### config.mk
export PLATFORM = sky130hd
export DESIGN_NAME = finalprojsoc_coordinate_capture
export DESIGN_NICKNAME = d
export VERILOG_FILES = /design/src/rtl/finalprojsoc_coordinate_capture.sv
export SDC_FILE = /design/constraint.sdc
export NUM_CORES = 1
export LEC_CHECK = 0
export ABC_CLOCK_PERIOD_IN_PS = 3400
export BUFFER_PORTS_ARGS = -buffer_cell sky130_fd_sc_hd__buf_2
export CORE_MARGIN = 4
export CORE_UTILIZATION = 50
export DETAILED_ROUTE_END_ITERATION = 16
export HOLD_SLACK_MARGIN = 0.15
export PLACE_DENSITY = 0.7
export SLEW_MARGIN = 20
export SYNTH_ARGS = -nofsm -noshare
export SYNTH_HDL_FRONTEND = slang
export SYNTH_SLANG_ARGS = --single-unit
### constraint.sdc
create_clock -name clk -period 3.4 [get_ports clk]
set_input_delay 0.17 -clock clk [delete_from_list [all_inputs] [get_ports clk]]
set_output_delay 0.17 -clock clk [all_outputs]
set_load 0.02 [all_outputs]
### src/rtl/finalprojsoc_coordinate_capture.sv
// Avalon-MM coordinate capture port: fabric pushes coordinates into a small FIFO, the CPU pops them.
// Define COORD_CAPTURE_SYNC_EN to add two-flop synchronizers and rising-edge push detection on the fabric side.
module finalprojsoc_coordinate_capture #(
  parameter int DATA_WIDTH = 20,
  parameter int DEPTH      = 8
) (
  input  logic                  clk,
  input  logic                  reset_n,
  input  logic [1:0]            address,
  input  logic                  chipselect,
  input  logic                  read_n,
  input  logic                  write_n,
  input  logic [31:0]           writedata,
  input  logic [DATA_WIDTH-1:0] in_port,
  input  logic                  in_valid,
  output logic [31:0]           readdata,
  output logic                  irq
);

  localparam logic [3:0] LP_DEPTH = 4'(DEPTH);
  localparam logic [2:0] LP_LAST  = 3'(DEPTH - 1);

  logic [DATA_WIDTH-1:0] r_mem [DEPTH];
  logic [2:0]            r_wptr;
  logic [2:0]            r_rptr;
  logic [3:0]            r_count;
  logic                  r_ovf;
  logic [1:0]            r_mask;

  logic                  w_rd;
  logic                  w_wr;
  logic                  w_empty;
  logic                  w_full;
  logic                  w_pop;
  logic                  w_push_q;
  logic                  w_push;
  logic                  w_ovf_set;
  logic                  w_ovf_clr;
  logic                  w_flush;
  logic                  w_mask_wr;
  logic [DATA_WIDTH-1:0] w_push_data;
  logic [DATA_WIDTH-1:0] w_head;
  logic [31:0]           w_status;
  logic                  w_unused;

  function automatic logic [2:0] f_next_ptr(input logic [2:0] ptr);
    f_next_ptr = (ptr == LP_LAST) ? 3'd0 : (ptr + 3'd1);
  endfunction

`ifdef COORD_CAPTURE_SYNC_EN
  logic [DATA_WIDTH-1:0] r_port_s1;
  logic [DATA_WIDTH-1:0] r_port_s2;
  logic                  r_valid_s1;
  logic                  r_valid_s2;
  logic                  r_valid_d;

  // Two-flop synchronizers plus one delay stage for edge detection on the strobe
  always_ff @(posedge clk or negedge reset_n) begin
    if (!reset_n) begin
      r_port_s1  <= '0;
      r_port_s2  <= '0;
      r_valid_s1 <= 1'b0;
      r_valid_s2 <= 1'b0;
      r_valid_d  <= 1'b0;
    end else begin
      r_port_s1  <= in_port;
      r_port_s2  <= r_port_s1;
      r_valid_s1 <= in_valid;
      r_valid_s2 <= r_valid_s1;
      r_valid_d  <= r_valid_s2;
    end
  end

  assign w_push_q    = r_valid_s2 & ~r_valid_d;
  assign w_push_data = r_port_s2;
`else
  assign w_push_q    = in_valid;
  assign w_push_data = in_port;
`endif

  assign w_rd      = chipselect & ~read_n;
  assign w_wr      = chipselect & ~write_n;
  assign w_empty   = (r_count == 4'd0);
  assign w_full    = (r_count == LP_DEPTH);
  assign w_flush   = w_wr & (address == 2'd3) & writedata[0];
  assign w_ovf_clr = w_wr & (address == 2'd1) & writedata[6];
  assign w_mask_wr = w_wr & (address == 2'd2);
  assign w_pop     = w_rd & (address == 2'd0) & ~w_empty & ~w_flush;
  // A pop in the same cycle frees a slot, so a full FIFO still accepts the push
  assign w_push    = w_push_q & ~w_flush & (~w_full | w_pop);
  assign w_ovf_set = w_push_q & ~w_flush & w_full & ~w_pop;
  assign w_head    = r_mem[r_rptr];
  assign w_status  = {25'd0, r_ovf, w_full, w_empty, r_count};
  assign w_unused  = ^{writedata[31:7], writedata[5:2]};

  // FIFO storage, pointers, count, sticky overflow and interrupt mask
  always_ff @(posedge clk or negedge reset_n) begin
    if (!reset_n) begin
      for (int i = 0; i < DEPTH; i++) begin
        r_mem[i] <= '0;
      end
      r_wptr  <= 3'd0;
      r_rptr  <= 3'd0;
      r_count <= 4'd0;
      r_ovf   <= 1'b0;
      r_mask  <= 2'd0;
    end else begin
      if (w_flush) begin
        r_wptr  <= 3'd0;
        r_rptr  <= 3'd0;
        r_count <= 4'd0;
      end else begin
        if (w_push) begin
          r_mem[r_wptr] <= w_push_data;
          r_wptr        <= f_next_ptr(r_wptr);
        end
        if (w_pop) begin
          r_rptr <= f_next_ptr(r_rptr);
        end
        case ({w_push, w_pop})
          2'b10:   r_count <= r_count + 4'd1;
          2'b01:   r_count <= r_count - 4'd1;
          default: r_count <= r_count;
        endcase
      end
      // A fresh overflow in the same cycle as a clear is kept so it is never lost
      if (w_flush) begin
        r_ovf <= 1'b0;
      end else if (w_ovf_set) begin
        r_ovf <= 1'b1;
      end else if (w_ovf_clr) begin
        r_ovf <= 1'b0;
      end
      if (w_mask_wr) begin
        r_mask <= writedata[1:0];
      end
    end
  end

  // Zero-wait-state read mux, driven only while a read is in progress
  always_comb begin
    readdata = 32'd0;
    if (w_rd) begin
      case (address)
        2'd0:    readdata = w_empty ? 32'd0 : 32'(w_head);
        2'd1:    readdata = w_status;
        2'd2:    readdata = {30'd0, r_mask};
        default: readdata = 32'd0;
      endcase
    end else begin
      readdata = 32'd0;
    end
  end

  assign irq = (r_mask[0] & ~w_empty) | (r_mask[1] & r_ovf);

endmodule

======== Word-level counts from Yosys, hierarchy flattened ========
Cells that the tools add are included.
storage, ports and cells
  bits in registers ....................... 173
  input port bits ......................... 60
  output and inout bits ................... 33
operators by class
  eq/ne operators ......................... 8
  muxes and demuxes ....................... 20
  reductions and logical operators ........ 8
  add/subtract/negate cells ............... 4
  bitwise logic cells ..................... 26
  order comparisons ....................... 3
operators with widths
  kind                 number
  $bwmux 160           1
  $mux 20              4
  $bmux 20 s3          1
  $demux 20 s3         1
  $pmux 20 s3          1
  $mux 32              1
  $mux 3               6
  $and 1x1->1          16
  $ge 4x4->1 const B   2
  $not 3->4            2
  $pmux 4 s2           1
  $add 3x1->3 const B  2
  $eq 2x2->1 const B   3
  $eq 3x3->1 const B   2
  $not 1->1            6
  $reduce_bool 3->1    2
  $add 4x1->4 const B  1
  $eq 2x1->1 const B   2
  $eq 4x4->1 const B   1
  $logic_not 4->1      1
  $lt 4x1->1 const B   1
  $mux 4               1
  $reduce_bool 2->1    2
  $sub 4x1->4 const B  1
  other kinds (5)      8

======== Logic depth before layout (Yosys ltp) ========
  depth after elaboration ................. 11
  mapped depth ............................ 9
  depth with buffers taken out ............ 8

======== Least setup slack after synthesis ========
OpenSTA, ideal clock, no wires.
  path kind ............................... register to output
  start ................................... reg r_rptr[0]
  end ..................................... out readdata[10]
  arrival time ............................ 1.940 ns
  data required time ...................... 3.230 ns
  cell stages (with the launch flop) ...... 7
  setup slack ............................. 1.290 ns
  cells stage by stage .................... dfrtp_1 -> clkbuf_1 -> buf_2 -> buf_2 -> mux4_2 -> mux2i_1 -> nor2_1
between the ends
  longest elaborated chain between the ends .. 7
RTL lines
  item                                        RTL line  source
  start, declared                             25        logic [2:0] r_rptr;
  start signal, assigned                      118       r_rptr <= f_next_ptr(r_rptr);
  $not 3->4 (not written as such)             92        assign w_head = r_mem[r_rptr];
  $bmux 20 s3                                 92
  $mux 20 (not written as such) (2 in a row)  92
  $mux 20                                     145       2'd0: readdata = w_empty ? 32'd0 : 32'(w_head);
  $pmux 20 s3                                 144       case (address)
  $mux 32                                     143       if (w_rd) begin
  end, declared                               16        output logic [31:0] readdata,
No other way between the ends. The select of a mux whose other input is x is not followed.

======== Worst setup path after layout ========
  start ................................... reg r_rptr[1]
  end ..................................... out readdata[0]
Same word-level chain as after synthesis.

==> impl_metrics.csv <==
group,metric,value,unit
pwr,power_leakage,0.00405,µW
floorplanning,fp-row-count,46,
grt,antenna_found_initial,0,
sta,skew,0.00590,ns
placement,gp_congestion,0.846,
drt,via_per_inst,5.63,
drt,ant_nets,0,
worst_setup_path,critPathSlowestCell,"dfrtp_2",
pwr,ir_worst_vdd,0.456,mV
yosys,ys_top_cells_by_area,"dfrtp_1 52%, mux2_2 21%, mux4_2 11%",
cells_and_area,n_antenna_cell,0,
yosys,synthCells,552,
sta,drv_slew,0,
placement,hpwl,10.6,mm
sta,hold_viol_final,0,
drt,wl,17.3,mm
yosys,yosys.area.top_type,"dfrtp_1",
job,maxCapViolations,0,
sta,rsz0062_at_grt,"no",
yosys,ys_ff_latch,173,
worst_setup_path,rrSetupSlack,0.86,ns
sta,setup_violations,0,
yosys,syn_area,8250,µm²
worst_setup_path,required,3.23,ns
floorplanning,die_y,136,µm
cells_and_area,fillCellCount,1238,
sta,worst_pin_slew,0.904,ns
cells_and_area,finalInstanceArea,9590,µm²
grt,grt_pass1_vias,5219,
sta,period_needed,2.80,ns
floorplanning,die_w,136,µm
cts,cts_setup_buffers,0,
placement,dpl_cell_area,8740,µm²
cts,path_clk_slew,0.06,ns
cells_and_area,drive_above_1_share,47.8,%
yosys,yosysWarnings,0,
cts,cts_tree,"yes",
grt,grt_pass1_wl,28.1,mm
yosys,synthArstFlopShare,100,%
cts,cts.path.max_buffers,2,
yosys,synthTopCellsByCount,"173 x dfrtp_1, 151 x mux2_2, 40 x mux4_2",
cts,htreeDepth,4,
yosys,seq_area_frac_synth,52.5,%
yosys,synth_edf_count,0,
grt,grt_max_degree,81,
sta,slew_headroom,39.7,%
sta,finalSetupTns,0,ns
grt,grt.overflow.total,0,
drt,drtIter0Drc,248,
cts,clock_sinks,173,
drt,route.detailed.drc,0,
floorplanning,fp.dieArea,18600,µm²
worst_setup_path,cpPeakStageDelay,0.81,ns
cells_and_area,area_growth_syn_to_layout,16.2,%
drt,wl_per_cell,20.3,µm
yosys,synth_cell_type_count,47,
drt,vias,4817,
worst_setup_path,crit_arrival,2.63,ns
cts,root_buffer,"clkbuf_16",
floorplanning,start_util,51.6,%
cts,numCtsBuffers,17,
worst_hold_path,hold_path.class,"input port to flop",
yosys,synthFlopType,"dfrtp_1",
cells_and_area,layout.nets,693,
yosys,yosysMostFrequentCell,"dfrtp_1",
worst_setup_path,crit_type,"flop to primary output",
sta,max_clock_freq,0.357,GHz
worst_setup_path,critPathCaptureType,"primary output",
worst_setup_path,cp_cell_sequence,"mux4_2 > mux2i_1 > nor4_1 > a221oi_1 > nor2_1 > buf_2",
worst_setup_path,path_max_fanout,25,
yosys,synth_area_per_cell,15.0,µm²
pwr,cellPowerDensity,921,nW/µm²
drt,firstDrtPassIters,4,
cts,clock_latency,0.42,ns
sta,post-route-period-util,82.4,%
worst_hold_path,hold_path_depth,4,
outcome,status,"finished clean",
yosys,yosysTopAreaCellShare,52.5,%
floorplanning,ios,93,
floorplanning,coreArea,16000,µm²
grt,grt_usage,20.0,%
placement,numPortBuffers,51,
worst_setup_path,startpoint_type,"flop",
worst_setup_path,reg2reg_depth,6,
[per-layer routing]
layer | part of all wire (%) | vias up | global-route usage [%]
li1 | - | 2170 | -
met1 | 46 | 2533 | 28.4
met3 | 4.3 | 22 | 4.29
met5 | 0 | - | 0
met2 | 48 | 92 | 31.0
met4 | 1.3 | 0 | 6.77
[report_power, final]
group          internal [µW]  total, µW  switching, µW
Combinational           1930       3130           1200
Clock                   1120       1930            809
Sequential              3070       3760            688
[flip-flops by register name, summed over array words and instances (netlist names)]
| signal | count |
|---|---|
| r_mem | 160 |
| r_rptr | 3 |
| r_ovf | 1 |
| r_mask | 2 |
| r_count | 4 |
| r_wptr | 3 |
[through the flow]
stage               utilization (%)  power [µW]  instances  hold slack [ns]  worst slack, ns
finish                         59.9        8830        856            0.188            0.598
detailed placement             54.6        6920        799            0.198            0.833
global placement               54.6        6740        799            0.200            0.882
CTS                            59.9        8920        856            0.175            0.582
floorplan                         -        6100        563           -0.126             1.29
global route                   59.9        9380        856            0.208            0.486
[kinds of logic after synthesis]
logic type	share of synthesized area, %
mux	35.5
buf+inv	3.50
simple gates	4.79
other cells	0.0454
xor+xnor	0.212
compound gates	2.58
flops	52.5
fa+ha+maj	0.910
[worst max-delay path, delay by kind of cell, from the launching register on]
kind / cells / cell delay, ns
flip-flops: 1 / 0.81
multiplexers: 2 / 0.85
AND/OR/NAND/NOR: 2 / 0.14
AO/OA/AOI/OAI: 1 / 0.25
buffers and inverters: 1 / 0.16
[worst paths after layout]
kind	start	endpoint
min in group asynchronous	reset_n	r_mask[1]
worst max-delay path	r_rptr[1]	readdata[0]
worst min-delay path	in_valid	r_wptr[1]
worst min register to register	r_mem[144]	r_mem[144]
worst max register to register	r_count[1]	r_mem[62]
max in group asynchronous	reset_n	r_mem[96]
[cell usage in the layout (no fill, tap or decap), types with 15 or more instances in the layout]
cell	count
nor2_1	25
dfrtp_1	171
mux2i_1	16
dlygate4sd3_1	25
mux2_1	15
buf_2	50
mux4_2	40
mux2_2	151
clkbuf_16	17
[area by class of cell]
| cell class | count | area, µm² | share of cell area, % |
|---|---|---|---|
| Clock inverter | 12 | 138 | 1.44 |
| Inverter | 4 | 15.0 | 0.157 |
| Multi-Input combinational cell | 340 | 3700 | 38.6 |
| Timing Repair Buffer | 91 | 674 | 7.03 |
| Tap cell | 216 | 270 | 2.82 |
| Clock buffer | 20 | 457 | 4.76 |
| Sequential cell | 173 | 4330 | 45.2 |
[what timing repair did]
action                    in CTS  in global routing
resized for setup              0                  0
hold buffers                  25                  0
hold endpoints to repair     224                  0
Note: power is estimated with default switching activity, not from simulation.
